## config.mk

```make
export PLATFORM = sky130hd
export DESIGN_NAME = mem_mmio_unit_flat
export DESIGN_NICKNAME = d
export VERILOG_FILES = /design/src/rtl/mem_mmio_unit_if.sv /design/src/rtl/mem_mmio_unit.sv /design/src/flat_wrapper.sv
export SDC_FILE = /design/constraint.sdc
export NUM_CORES = 2
export LEC_CHECK = 0
export CAP_MARGIN = 20
export CORE_MARGIN = 5
export CORE_UTILIZATION = 60
export CTS_BUF_LIST = sky130_fd_sc_hd__clkbuf_4
export CTS_CLUSTER_SIZE = 16
export DETAILED_ROUTE_END_ITERATION = 8
export PLACE_DENSITY = 0.75
export SYNTH_ARGS = -nofsm -noshare
export SYNTH_HDL_FRONTEND = slang
export SYNTH_SLANG_ARGS = --single-unit
```

## constraint.sdc

```tcl
create_clock -name clk -period 2.81 [get_ports clk]
set_clock_uncertainty 0.2 [all_clocks]
set_input_delay 0.281 -clock clk [delete_from_list [all_inputs] [get_ports clk]]
set_output_delay 0.281 -clock clk [all_outputs]
set_load 0.1 [all_outputs]
```

## src/rtl/mem_mmio_unit_if.sv

```systemverilog
// mem_mmio_unit_if
// Bundles the memory port and the peripheral pins of mem_mmio_unit.
//   adr        32  byte address from the core (word aligned)
//   writedata  32  store data from the core
//   memwrite    1  store strobe
//   readdata   32  combinational read data for adr
//   tx_data     8  console FIFO head byte
//   tx_valid    1  console FIFO non-empty
//   tx_ready    1  consumer accepts tx_data this cycle
//   gpio_out    8  GPIO register
//   irq         1  timer interrupt, level
// The master modport is the core/consumer side; the slave modport is the unit.
interface mem_mmio_unit_if;
  logic [31:0] adr;
  logic [31:0] writedata;
  logic        memwrite;
  logic [31:0] readdata;
  logic [7:0]  tx_data;
  logic        tx_valid;
  logic        tx_ready;
  logic [7:0]  gpio_out;
  logic        irq;

  modport master (
    output adr, writedata, memwrite, tx_ready,
    input  readdata, tx_data, tx_valid, gpio_out, irq
  );

  modport slave (
    input  adr, writedata, memwrite, tx_ready,
    output readdata, tx_data, tx_valid, gpio_out, irq
  );
endinterface

```

## src/rtl/mem_mmio_unit.sv

```systemverilog
// mem_mmio_unit
// Unified word RAM plus a small MMIO window for the multicycle core.
// adr[31]=0 selects RAM (aliased), adr[31]=1 selects MMIO register adr[4:2]:
//   0 CONSOLE_TX, 1 CONSOLE_STATUS, 2 CYCLE, 3 TIMER_CMP, 4 TIMER_CTRL, 5 GPIO.
// Ports:
//   clk    clock
//   reset  asynchronous, active-high
//   bus    mem_mmio_unit_if.slave (memory port, console handshake, gpio, irq)
// Build option: define MMIO_TIMER_EN to build the compare timer and irq;
// without it TIMER_CMP/TIMER_CTRL read 0 and irq is tied low.
module mem_mmio_unit #(
  parameter int    RAM_WORDS  = 64,
  parameter string INIT_FILE  = "memfile.dat",
  parameter int    FIFO_DEPTH = 4
) (
  input logic            clk,
  input logic            reset,
  mem_mmio_unit_if.slave bus
);

  localparam int AW = $clog2(RAM_WORDS);
  localparam int PW = $clog2(FIFO_DEPTH);

  typedef enum logic [2:0] {
    REG_TX     = 3'd0,
    REG_STATUS = 3'd1,
    REG_CYCLE  = 3'd2,
    REG_CMP    = 3'd3,
    REG_CTRL   = 3'd4,
    REG_GPIO   = 3'd5,
    REG_RSV6   = 3'd6,
    REG_RSV7   = 3'd7
  } regIdx_t;

  logic [31:0]   ram [RAM_WORDS];
  logic [7:0]    fifoMem [FIFO_DEPTH];

  logic          isMmio;
  logic [AW-1:0] ramIdx;
  regIdx_t       regSel;
  logic          mmioWrite;
  logic          unusedAdrBits;

  logic [PW-1:0] head_q, head_d;
  logic [PW-1:0] tail_q, tail_d;
  logic [PW:0]   count_q, count_d;
  logic          ovf_q, ovf_d;
  logic          fifoEmpty, fifoFull;
  logic          pushReq, pushAccept, pop;

  logic [31:0]   cycle_q;
  logic [7:0]    gpio_q;
  logic [31:0]   timerCmpRd;
  logic [31:0]   timerCtrlRd;

  assign isMmio        = bus.adr[31];
  assign ramIdx        = bus.adr[AW+1:2];
  assign regSel        = regIdx_t'(bus.adr[4:2]);
  assign mmioWrite     = bus.memwrite & isMmio;
  assign unusedAdrBits = ^bus.adr;

  assign fifoEmpty  = (count_q == '0);
  assign fifoFull   = (count_q == (PW+1)'(FIFO_DEPTH));
  assign pushReq    = mmioWrite && (regSel == REG_TX);
  assign pop        = !fifoEmpty && bus.tx_ready;
  // A pop in the same cycle frees a slot, so a push into a full FIFO still lands.
  assign pushAccept = pushReq && (!fifoFull || pop);

  // RAM store port; the RAM is deliberately outside reset so its contents survive it.
  always_ff @(posedge clk) begin
    if (bus.memwrite && !isMmio) ram[ramIdx] <= bus.writedata;
  end

  // FIFO storage is only qualified by the pointers, so it needs no reset.
  always_ff @(posedge clk) begin
    if (pushAccept) fifoMem[tail_q] <= bus.writedata[7:0];
  end

  // Next-state for the FIFO pointers, occupancy and the sticky overflow flag.
  always_comb begin
    head_d  = head_q;
    tail_d  = tail_q;
    count_d = count_q;
    ovf_d   = ovf_q;
    if (pop)        head_d = head_q + PW'(1);
    if (pushAccept) tail_d = tail_q + PW'(1);
    case ({pushAccept, pop})
      2'b10:   count_d = count_q + (PW+1)'(1);
      2'b01:   count_d = count_q - (PW+1)'(1);
      default: count_d = count_q;
    endcase
    if (pushReq && !pushAccept)                   ovf_d = 1'b1;
    else if (mmioWrite && (regSel == REG_STATUS)) ovf_d = 1'b0;
  end

  // Console FIFO state, cycle counter and GPIO register, all cleared by reset.
  always_ff @(posedge clk or posedge reset) begin
    if (reset) begin
      head_q  <= '0;
      tail_q  <= '0;
      count_q <= '0;
      ovf_q   <= 1'b0;
      cycle_q <= '0;
      gpio_q  <= '0;
    end else begin
      head_q  <= head_d;
      tail_q  <= tail_d;
      count_q <= count_d;
      ovf_q   <= ovf_d;
      cycle_q <= cycle_q + 32'd1;
      if (mmioWrite && (regSel == REG_GPIO)) gpio_q <= bus.writedata[7:0];
    end
  end

`ifdef MMIO_TIMER_EN
  logic [31:0] cmp_q;
  logic        en_q;
  logic        pend_q, pend_d;

  // PEND is write-1-to-clear, but a match in the same cycle takes priority.
  always_comb begin
    pend_d = pend_q;
    if (mmioWrite && (regSel == REG_CTRL) && bus.writedata[1]) pend_d = 1'b0;
    if (en_q && (cycle_q == cmp_q)) pend_d = 1'b1;
  end

  // Timer registers; clearing EN leaves PEND alone so software can still see it.
  always_ff @(posedge clk or posedge reset) begin
    if (reset) begin
      cmp_q  <= '0;
      en_q   <= 1'b0;
      pend_q <= 1'b0;
    end else begin
      if (mmioWrite && (regSel == REG_CMP))  cmp_q <= bus.writedata;
      if (mmioWrite && (regSel == REG_CTRL)) en_q  <= bus.writedata[0];
      pend_q <= pend_d;
    end
  end

  assign timerCmpRd  = cmp_q;
  assign timerCtrlRd = {30'b0, pend_q, en_q};
  assign bus.irq     = en_q & pend_q;
`else
  assign timerCmpRd  = '0;
  assign timerCtrlRd = '0;
  assign bus.irq     = 1'b0;
`endif

  // Zero-latency read mux; the core samples readdata at the same edge it issues adr.
  always_comb begin
    bus.readdata = '0;
    if (!isMmio) begin
      bus.readdata = ram[ramIdx];
    end else begin
      case (regSel)
        REG_STATUS: bus.readdata = {29'b0, ovf_q, fifoFull, fifoEmpty};
        REG_CYCLE:  bus.readdata = cycle_q;
        REG_CMP:    bus.readdata = timerCmpRd;
        REG_CTRL:   bus.readdata = timerCtrlRd;
        REG_GPIO:   bus.readdata = {24'b0, gpio_q};
        default:    bus.readdata = '0;
      endcase
    end
  end

  assign bus.tx_data  = fifoMem[head_q];
  assign bus.tx_valid = !fifoEmpty;
  assign bus.gpio_out = gpio_q;

endmodule

```

## src/flat_wrapper.sv

```systemverilog
// flat-port wrapper written by rule: the top's interface ports become plain ports
module mem_mmio_unit_flat 
#(
  parameter int    RAM_WORDS  = 64,
  parameter string INIT_FILE  = "           ",
  parameter int    FIFO_DEPTH = 4
)
  (clk, reset, bus_adr, bus_writedata, bus_memwrite, bus_tx_ready, bus_readdata, bus_tx_data, bus_tx_valid, bus_gpio_out, bus_irq);
  mem_mmio_unit_if bus_i ();
  input logic clk;
  input logic reset;
  input wire logic [$bits(bus_i.adr)-1:0] bus_adr;
  input wire logic [$bits(bus_i.writedata)-1:0] bus_writedata;
  input wire logic [$bits(bus_i.memwrite)-1:0] bus_memwrite;
  input wire logic [$bits(bus_i.tx_ready)-1:0] bus_tx_ready;
  output wire logic [$bits(bus_i.readdata)-1:0] bus_readdata;
  output wire logic [$bits(bus_i.tx_data)-1:0] bus_tx_data;
  output wire logic [$bits(bus_i.tx_valid)-1:0] bus_tx_valid;
  output wire logic [$bits(bus_i.gpio_out)-1:0] bus_gpio_out;
  output wire logic [$bits(bus_i.irq)-1:0] bus_irq;
  assign bus_i.adr = bus_adr;
  assign bus_i.writedata = bus_writedata;
  assign bus_i.memwrite = bus_memwrite;
  assign bus_i.tx_ready = bus_tx_ready;
  assign bus_readdata = bus_i.readdata;
  assign bus_tx_data = bus_i.tx_data;
  assign bus_tx_valid = bus_i.tx_valid;
  assign bus_gpio_out = bus_i.gpio_out;
  assign bus_irq = bus_i.irq;
  mem_mmio_unit #(.RAM_WORDS(RAM_WORDS), .INIT_FILE(INIT_FILE), .FIFO_DEPTH(FIFO_DEPTH)) u_core (.clk(clk), .reset(reset), .bus(bus_i));
endmodule
```

# [After elaboration in Yosys (flattened, before gate mapping)]
# Memories as Yosys holds them, arrays and structs flattened.
# Index checks and enable logic that the tools add are counted.
[word_totals] register_bits=48 ramBits=2080 out_inout_bits=50 word_cells=45 memories=2
[op_classes] add_sub_neg=5 eq_ne=6 muxes=9 n_bitwise=1 n_reduce_logical=16
[memory_table] name="u_core.ram" depth=64 width=32 read_ports=1 rd_ports_with_merged_regs=0 write_ports=1 line="mem_mmio_unit.sv:35" text="logic [31:0] ram [RAM_WORDS];"
[memory_table] name="u_core.fifoMem" depth=4 width=8 read_ports=1 rd_ports_with_merged_regs=0 write_ports=1 line="mem_mmio_unit.sv:36" text="logic [7:0] fifoMem [FIFO_DEPTH];"
[op_table] operator="$pmux 32 s3" n=1
[op_table] operator="$add 32x1->32 const B" n=1
[op_table] operator="$mux 32" n=1
[op_table] operator="$logic_and 1x1->1" n=7
[op_table] operator="$eq 3x3->1 const B" n=2
[op_table] operator="$logic_not 3->1" n=2
[op_table] operator="$mux 1" n=6
[op_table] operator="$pmux 3 s2" n=1
[op_table] operator="$add 2x1->2 const B" n=2
[op_table] operator="$logic_not 1->1" n=4
[op_table] operator="$reduce_bool 2->1" n=2
[op_table] operator="$add 3x1->3 const B" n=1
[op_table] operator="$eq 3x1->1 const B" n=1
[op_table] operator="$eq 3x2->1 const B" n=1
[op_table] operator="$sub 3x1->3 const B" n=1
[op_table] operator="$eq 2x1->1 const B" n=1
[op_table] operator="$eq 2x2->1 const B" n=1
[op_table] operator="$and 1x1->1" n=1
[op_table] operator="$logic_or 1x1->1" n=1

# [Longest topological paths before layout]
[depth] ltp_word=8 mapped_depth=12 mapped_depth_nobuf=8

# [Worst setup path after synthesis]
# No wires, ideal clock.
[synth_timing] kind="input port to output port" from="input port bus_adr[5]" to="output port bus_readdata[7]" t_arrival_ps=3305 required_ps=2329 setup_slack_ps=-976 stages=6 n_path_buf=3 cell_sequence="clkbuf_1 > clkbuf_1 > nor3b_1 > buf_2 > a22oi_1 > a31oi_1"
[synth_between] elab_chain_cells=2
[synth_rtl] element="from (decl)" line="flat_wrapper.sv:12" text="input wire logic [$bits(bus_i.adr)-1:0] bus_adr;"
[synth_rtl] element="$mem_v2 64x32"
[synth_rtl] element="$mux 32" line="mem_mmio_unit.sv:152" text="if (!isMmio) begin"
[synth_rtl] element="to (decl)" line="flat_wrapper.sv:16" text="output wire logic [$bits(bus_i.readdata)-1:0] bus_readdata;"
# No other way between the ends.

# [Worst setup path after layout]
[layout_timing] from="memory u_core.ram[7][22]" to="output port bus_readdata[22]"
[layout_between] elab_chain_cells=2
[layout_rtl] element="from (decl)" line="mem_mmio_unit.sv:35"
[layout_rtl] element="$mem_v2 64x32"
[layout_rtl] element="$mux 32" line="mem_mmio_unit.sv:152"
# No other way between the ends.

==> metrics.cfg <==
[sta]
holdWs_ps=134
slew_headroom_pct=15.4
finalCritPeriodShare_pct=148
max_freq_mhz=241
finalSetupTns_ps=-35650
finalHoldViolations=0
slew_viol_final=0
layout_setup_ws_ps=-1340
tightest_slew_ps=1260
setup_violations=41
rsz0062_at_grt=true
fin_crit_ps=4150

[logic_synthesis]
syn_area_per_cell_um2=18.1
synth-seq-cells=2128
async_reset_ff_share_pct=2.26
synth-edff-count=2080
syn_inst=4610
yosys_warnings=0
synth_cell_type_count=71
synth_nets=4684
yosysSeqAreaShare_pct=76.4
netlist_area_um2=83300
ys.flop_type=edfxtp_1

[clocking]
h-tree-depth=6
cts_buffers=545
clk_latency_ps=1320
cts.sinks=2128
cts_tree=yes
clkTransAtPathRegs_ps=80
clock_path_buffers=4
root_buffer=clkbuf_4

[placement]
io_buffers=91
placed_cell_area_um2=94900
place_congestion=0.953
dp_hpwl_um=172000

[power_and_ir_drop]
clkPwrFrac_pct=37.6
switchingPower_w=0.0171
power.density_nw_per_um2=654
switching_share_pct=25.1
vdd_drop_max_v=0.000629
power.internal_w=0.0509
leakagePower_nw=35.6
power_frac_seq_pct=51.7
comb_power_share_pct=10.7

[grt]
grt_max_degree=70
overflow=0
grt_pass1_vias=54300
antenna_found_initial=22
groute.usage.overall_pct=37.3
grt_pass1_wl_um=386000

[layout]
synthToLayoutAreaGrowth_pct=24.8
drive_gt1_share_pct=39.3
fin_area_um2=104000
final_util_pct=75.5
nets=5939

[worst_setup_path]
cp_top_family=compound AO/OA/AOI/OAI gates
cp_slowest_cell=mux4_2
worst-path-buf-inv=2
endpoint_kind=output port
cp_data_required_time_ps=2330
reg2reg_from=u_core.cycle_q[9]
worstPathArrival_ps=3660
start_kind=register
crit_type=register to output port
r2r_cells=6
crit_fanout=1
crit_path_max_incr_delay_ps=560
regToRegSetupSlack_ps=320
timing.rr.end=u_core.cycle_q[31]
crit_chain=mux4_2 > nand2_2 > nand2_4 > a222oi_1 > buf_4 > o2111a_2 > a41oi_4 > buf_12

[status]
status=finished with violations
failed_checks=negative setup slack

[routing]
drt-wirelength-per-cell_um=34.3
drtIter0Drc=9457
dr_total_vias=54900
first_pass_iters=9
drc=0
drt_wl_total_um=275000
viasPerCell=6.83
ant_nets=0

[floorplan]
die_w_um=383
row_count=136
core-area_um2=138000
pin_count=118
die_h_um=383
start_util_pct=60.5
dieArea_um2=146000

[worst_hold_path]
hold_class=input pin to register
whs_path_depth=4
min_to=u_core.head_q[0]
worstHoldStart=bus_tx_ready

[job]
max-cap-violations=0

[registers in the layout (all words and copies together) (netlist names)]
register / cells
u_core.ram: 2048
u_core.cycle_q: 32
u_core.tail_q: 2
u_core.fifoMem: 32
u_core.bus.gpio_out: 8
u_core.head_q: 2
u_core.ovf_q: 1
u_core.count_q: 3
[tightest hold or removal path: stages]
cell	delay, ps
dlygate4sd3_1	540
clkdlybuf4s50_1	530
nand2_1	160
xnor2_1	80
[power by group through the flow]
| stage | Sequential (W) | Clock, W | Combinational (W) |
|---|---|---|---|
| floorplan | 0.0360 | 0 | 0.00314 |
| global placement | 0.0358 | 0 | 0.00635 |
| detailed placement | 0.0359 | 0 | 0.00644 |
| CTS | 0.0351 | 0.0256 | 0.00698 |
| global route | 0.0351 | 0.0276 | 0.00737 |
| finish | 0.0351 | 0.0255 | 0.00726 |
[through the flow]
| step | power [W] | setup slack, ps | instances |
|---|---|---|---|
| final | 0.0679 | -1340 | 8028 |
| after global routing | 0.0701 | -1430 | 8021 |
| after CTS | 0.0677 | -1440 | 8010 |
| after detailed placement | 0.0423 | -960 | 7030 |
| after global placement | 0.0422 | -866 | 7030 |
| after floorplan | 0.0391 | -295 | 4610 |
[how the worst max path moves through the flow]
stage	depth (start not counted)	from	slack, ps	endpoint
after CTS	9	u_core.ram[37][13]	-1440	bus_readdata[13]
final	8	u_core.ram[7][22]	-1340	bus_readdata[22]
after detailed placement	12	bus_adr[2]	-960	bus_readdata[9]
after global routing	9	u_core.ram[37][13]	-1430	bus_readdata[13]
after global placement	12	bus_adr[2]	-870	bus_readdata[9]
after floorplan	7	bus_adr[3]	-290	u_core.ram[51][0]
[cell families after synthesis]
| family | after synthesis | synth area share (%) |
|---|---|---|
| flops | 2128 | 76.4 |
| compound gates | 948 | 7.93 |
| xor+xnor | 35 | 0.368 |
| mux | 700 | 10.7 |
| buf+inv | 326 | 2.04 |
| other cells | 1 | 0.00450 |
| simple gates | 466 | 2.41 |
| fa+ha+maj | 6 | 0.0991 |
[cell type report]
| class | instances | area [µm²] |
|---|---|---|
| Multi-Input combinational cell | 2156 | 20400 |
| Tap cell | 1794 | 2240 |
| Clock inverter | 131 | 718 |
| Sequential cell | 2128 | 63700 |
| Antenna cell | 17 | 42.5 |
| Inverter | 15 | 63.8 |
| Fill cell | 7402 | 33700 |
| Timing Repair Buffer | 1019 | 11100 |
| Clock buffer | 768 | 5770 |
[cells in the final DEF, fill, tap and decap left out, types with 16 or more instances in the layout]
cell type      count
edfxtp_1        2080
mux2_2           286
a22oi_2           32
xnor2_1           25
nor2_4            69
dlygate4sd3_1     88
o22ai_1          142
inv_2             16
buf_2             33
o21ai_0           85
a22oi_1          185
clkbuf_4         768
nand3_1           19
nand2_1          161
nor2_1           141
a221oi_1         105
diode_2           17
a221oi_2          30
buf_4            614
buf_12           248
mux2i_1          263
dfrtp_1           47
a21oi_1          151
buf_6             21
clkinv_1         100
o21ai_1           22
mux4_2           123
o221ai_1          20
[synth_stat cells, types with 25 or more instances]
library cell  count  area (µm²)
mux2_2          299        3370
dfrtp_1          48        1200
a22oi_1         217        1630
buf_2           110         551
a21oi_1         163         816
edfxtp_1       2080       62500
nor2_1          211         792
o21ai_0         115         576
mux2i_1         276        2760
buf_1            29         109
mux4_2          123        2770
clkbuf_1        100         375
a221oi_1        145        1270
buf_4            53         398
o221ai_1         33         289
o22ai_1         160        1000
xnor2_1          25         219
nand2_1         170         638
[routing by layer]
metal  wire [µm]  vias to the layer above  global-route usage, %
met4       19100                        4                   22.6
li1            -                    21600                      -
met2      123000                     5175                   55.1
met1       90000                    27000                   48.2
met5          19                        -                      0
met3       43000                     1020                   12.9
[repair_timing]
item                                    4_1_cts  5_1_grt
buffers inserted                              3        0
pin swaps                                    78       52
hold buffers                                 96        0
endpoints found under the setup margin       41       41
gates resized for setup                     230       67
endpoints found under the hold margin      2214        0
Power figures use the tool's default switching activity.
